### src/rtl/logic_unit_pipe.sv
// logic_unit_pipe: two-stage, valid/ready flow-controlled bitwise logic unit.
// Stage 1 captures opcode and operands; stage 2 holds the result, plus zero
// and parity flags, and drives the consumer-facing outputs.
// Optional feature macro: LU_CHAIN_EN. When defined, a chain register keeps
// the last consumed result, and in_chain=1 substitutes it for operand b.
module logic_unit_pipe #(
    parameter int WIDTH = 8
) (
    input  logic             clk,
    input  logic             rst_n,
    input  logic             in_valid,
    output logic             in_ready,
    input  logic [2:0]       in_op,
    input  logic [WIDTH-1:0] in_a,
    input  logic [WIDTH-1:0] in_b,
    input  logic             in_chain,
    output logic             out_valid,
    input  logic             out_ready,
    output logic [WIDTH-1:0] out_y,
    output logic             out_zero,
    output logic             out_parity
);

    // Stage 1 registers.
    logic             s1Valid_q, s1Valid_d;
    logic [2:0]       s1Op_q, s1Op_d;
    logic [WIDTH-1:0] s1A_q, s1A_d;
    logic [WIDTH-1:0] s1B_q, s1B_d;

    // Stage 2 registers, which drive the outputs.
    logic             s2Valid_q, s2Valid_d;
    logic [WIDTH-1:0] y_q, y_d;
    logic             zero_q, zero_d;
    logic             parity_q, parity_d;

    // Handshake terms and datapath intermediates.
    logic             inXfer;
    logic             outXfer;
    logic             s2Load;
    logic [WIDTH-1:0] effB;
    logic [WIDTH-1:0] stageY;

    // Eight pure bitwise gate functions. There is no carry and no extension.
    function automatic logic [WIDTH-1:0] evalOp(input logic [2:0]       op,
                                                input logic [WIDTH-1:0] a,
                                                input logic [WIDTH-1:0] b);
        logic [WIDTH-1:0] r;
        case (op)
            3'd0:    r = a | b;
            3'd1:    r = a & b;
            3'd2:    r = a ^ b;
            3'd3:    r = ~(a | b);
            3'd4:    r = ~(a & b);
            3'd5:    r = ~(a ^ b);
            3'd6:    r = a;
            default: r = ~a;
        endcase
        return r;
    endfunction

    // Handshake: stage 2 accepts when it is empty or being drained. Stage 1
    // frees up whenever it hands its op to stage 2, so in_ready depends
    // combinationally on out_ready only.
    always_comb begin
        s2Load   = s1Valid_q && (!s2Valid_q || out_ready);
        in_ready = !s1Valid_q || s2Load;
        inXfer   = in_valid && in_ready;
        outXfer  = s2Valid_q && out_ready;
    end

`ifdef LU_CHAIN_EN
    logic [WIDTH-1:0] chain_q, chain_d;

    // The chain register captures every result as the consumer takes it.
    always_comb begin
        chain_d = chain_q;
        if (outXfer) begin
            chain_d = y_q;
        end
    end

    // Operand b comes from the chain register when chaining is requested.
    always_comb begin
        effB = in_chain ? chain_q : in_b;
    end

    // Chain register state, which is cleared on reset.
    always_ff @(posedge clk) begin
        if (!rst_n) begin
            chain_q <= '0;
        end else begin
            chain_q <= chain_d;
        end
    end
`else
    logic unusedChain;
    assign unusedChain = in_chain;

    // Without chaining, operand b always comes straight from the port.
    always_comb begin
        effB = in_b;
    end
`endif

    // Next state for stage 1: load on accept, empty on advance, else hold.
    always_comb begin
        s1Valid_d = s1Valid_q;
        s1Op_d    = s1Op_q;
        s1A_d     = s1A_q;
        s1B_d     = s1B_q;
        if (inXfer) begin
            s1Valid_d = 1'b1;
            s1Op_d    = in_op;
            s1A_d     = in_a;
            s1B_d     = effB;
        end else if (s2Load) begin
            s1Valid_d = 1'b0;
        end
    end

    // Next state for stage 2: compute the result and flags from stage 1.
    // On a drain with no reload, the data is kept and only valid drops.
    always_comb begin
        stageY    = evalOp(s1Op_q, s1A_q, s1B_q);
        s2Valid_d = s2Valid_q;
        y_d       = y_q;
        zero_d    = zero_q;
        parity_d  = parity_q;
        if (s2Load) begin
            s2Valid_d = 1'b1;
            y_d       = stageY;
            zero_d    = ~|stageY;
            parity_d  = ^stageY;
        end else if (outXfer) begin
            s2Valid_d = 1'b0;
        end
    end

    // Valid bits and output registers. Reset overrides any handshake.
    always_ff @(posedge clk) begin
        if (!rst_n) begin
            s1Valid_q <= 1'b0;
            s2Valid_q <= 1'b0;
            y_q       <= '0;
            zero_q    <= 1'b0;
            parity_q  <= 1'b0;
        end else begin
            s1Valid_q <= s1Valid_d;
            s2Valid_q <= s2Valid_d;
            y_q       <= y_d;
            zero_q    <= zero_d;
            parity_q  <= parity_d;
        end
    end

    // Stage 1 payload. It is qualified by s1Valid_q and needs no reset.
    always_ff @(posedge clk) begin
        s1Op_q <= s1Op_d;
        s1A_q  <= s1A_d;
        s1B_q  <= s1B_d;
    end

    assign out_valid  = s2Valid_q;
    assign out_y      = y_q;
    assign out_zero   = zero_q;
    assign out_parity = parity_q;

endmodule

### config.mk
export PLATFORM = sky130hd
export DESIGN_NAME = logic_unit_pipe
export DESIGN_NICKNAME = d
export VERILOG_FILES = /design/src/rtl/logic_unit_pipe.sv
export SDC_FILE = /design/constraint.sdc
export NUM_CORES = 1
export LEC_CHECK = 0
export CAP_MARGIN = 10
export CORE_ASPECT_RATIO = 0.6
export CORE_MARGIN = 2
export CORE_UTILIZATION = 33
export DETAILED_ROUTE_END_ITERATION = 7
export PLACE_DENSITY = 0.65
export SETUP_SLACK_MARGIN = 0.1
export SYNTH_ARGS = -nofsm -noshare
export SYNTH_HDL_FRONTEND = slang
export SYNTH_SLANG_ARGS = --single-unit
### constraint.sdc
create_clock -name clk -period 3.65 [get_ports clk]
set_clock_uncertainty 0.15 [all_clocks]
set_input_delay 0.73 -clock clk [delete_from_list [all_inputs] [get_ports clk]]
set_output_delay 0.73 -clock clk [all_outputs]
set_load 0.01 [all_outputs]
==> impl_metrics.toml <==
[worst_setup_path]
critPathTopFamily = "buffers and inverters"
worst-setup-path-type = "in2out"
cp-start-kind = "input pin"
crit_path_end_kind = "primary output"
crit_chain = "clkdlybuf4s50_1, nor2b_1, nand2_1, clkdlybuf4s50_1"
worst_path_most_repeated_cell = "clkdlybuf4s50_1"
cp_slowest_stage_delay_ns = 0.48
ff2ff_setup_slack_ns = 0.87
worst_path_max_delay_cell = "clkdlybuf4s50_1"
cp.arrival_ns = 1.91
path_buf_inv = 2
crit_required_ns = 2.77
cp_max_fo = 3

[floorplan]
coreArea_um2 = 5700
start_util = 0.350
chipHeight_um = 64.3
placementRows = 21
die_area_um2 = 6710
die_w_um = 104
io_pins = 36

[placement]
placedCellCount = 307
routabilityCongestion = 0.832
dp_hpwl_um = 3180
port_buffers = 34

[pwr]
combPwrFrac = 0.227
leakage_uw = 0.00103
swShare = 0.270
p_sw_uw = 244
power_uw = 905
ir_worst_vdd_uv = 183
power_frac_clock = 0.312
p_seq_frac = 0.460
p_int_uw = 661
pwr_density_cell_nw_per_um2 = 363

[clocking]
cts_root_buf = "clkbuf_8"
cts_made_buffers = 5
clk_pin_slew_ns = 0.07
cts.sinks = 31
post-cts-setup-buffers = 0
tritoncts = "built"
cts-resized-gates = 0
clk_latency_ns = 0.29
h-tree-depth = 2
clockBufferDepth = 2
cts_hold_repair.buffers = 0

[timing]
finalMaxSlewViolations = 0
max_freq_ghz = 0.358
fin_hold_ws_ns = 0.305
hold_viol = 0
setup_violations = 0
slew_headroom = 0.417
fin_crit_ns = 2.79
rsz0062_at_grt = "no"
fin_tns_setup_ns = 0
final.period_utilization = 0.765
worst_slew_pin_slew_ns = 0.875

[synth]
avgSynthCellArea_um2 = 9.94
yosys_warnings = 0
syn_nets = 245
synthTopCellsByArea = "edfxtp_1, ha_1, dfxtp_1"
synthArstFlopShare = 0
ys_seq_elements = 31
synth-main-ff-cell = "edfxtp_1"
ys_top_cells_by_count = "ha_1, inv_1, edfxtp_1"
netlist_area_um2 = 2000
synth_cells = 201
synth_cell_type_count = 45
synth_edf_count = 19
ys_seq_area_frac = 0.406
synthDominantCellAreaShare = 0.286
yosysTopAreaCell = "edfxtp_1"

[detailed_routing]
first_iter_violations = 68
via_per_inst = 4.98
antenna_left = 0
routed_wirelength_um = 4180
drc_errors = 0
vias = 1570
dr.pass1.iters = 4
wl_per_cell_um = 13.3

[layout]
final_cell_count_no_fill = 315
diodes = 0
nets = 278
finish.utilization = 0.437
drive_above_1_share = 0.0936
syn_to_final_growth_pct = 24.8

[global_routing]
grt_pass1_wl_um = 7160
antenna_found_initial = 0
grt_usage = 0.137
grt_pass1_vias = 1542
grt-ovfl-total = 0
grt_max_degree = 34

[min_path]
hold_class = "reg2reg"

[run]
max_cap_violations = 0

[status]
status = "completed"
area by class of cell:
cell class,instances,area [µm²]
clock inverter,1,5.00
multi-input combinational,138,1050
clock buffer,7,86.3
fill,557,3210
tap,80,100
sequential,31,811
inverter,21,81.3
timing repair buffer,37,363
worst paths after layout:
path	to	start	cells after the start
worst max register to register	out_parity	s1A_q[7]	9
worst max-delay path	in_ready	out_ready	4
worst min-delay path	out_zero	out_zero	2
worst min register to register	out_zero	out_zero	2
cells in the final DEF (no fill, tap or decap), types with 2 or more instances in the layout:
master	instances
clkdlybuf4s50_1	34
inv_1	20
ha_1	20
edfxtp_1	19
nor2_1	15
nand2_1	12
dfxtp_1	12
a21oi_1	9
o21ai_0	8
nand3_1	7
mux2_2	6
o22ai_1	6
clkbuf_8	6
nand2b_1	5
nor2b_1	4
and2_1	4
mux2i_1	4
and3_1	3
a41o_1	3
xnor2_1	3
buf_4	3
mux4_2	2
o32a_1	2
a22o_1	2
o31ai_1	2
a2bb2oi_1	2
nand4_1	2
a32o_1	2
cell families after synthesis:
logic type	after synthesis	share of synthesized area
XOR/XNOR	3	0.0132
flip-flops	31	0.406
AO/OA/AOI/OAI	46	0.162
AND/OR/NAND/NOR	56	0.140
buffers and inverters	32	0.0701
multiplexers	13	0.0839
adder cells (fa/ha/maj)	20	0.125
power groups by stage:
stage | registers [µW] | logic, µW | clock network (µW)
final | 416 | 206 | 283
after global routing | 420 | 231 | 311
after CTS | 416 | 207 | 292
after detailed placement | 424 | 206 | 0
after global placement | 423 | 202 | 0
after floorplan | 419 | 141 | 0
state kept, by name (all words and copies together), names as in the netlist:
| name | cells |
|---|---|
| s1A_q | 8 |
| out_zero | 1 |
| out_valid | 1 |
| out_parity | 1 |
| s1Valid_q | 1 |
| out_y | 8 |
| s1Op_q | 3 |
| s1B_q | 8 |
through the flow:
stage | instance area [µm²] | worst slack (ns)
after CTS | 2490 | 0.844
after global routing | 2490 | 0.712
after global placement | 2400 | 0.849
after detailed placement | 2400 | 0.846
final | 2490 | 0.859
after floorplan | 2000 | 1.04
layer usage:
metal,global-route usage,part of all wire
met5,0,0
met1,0.178,0.49
met4,0.0473,0.010
met2,0.212,0.43
met3,0.0500,0.069
tightest hold or removal path: stages (launching register included):
cell	delay, ns
dfxtp_1	0.31
nand2_1	0.05
a21oi_1	0.05
Note: power is estimated with default switching activity, not from simulation.
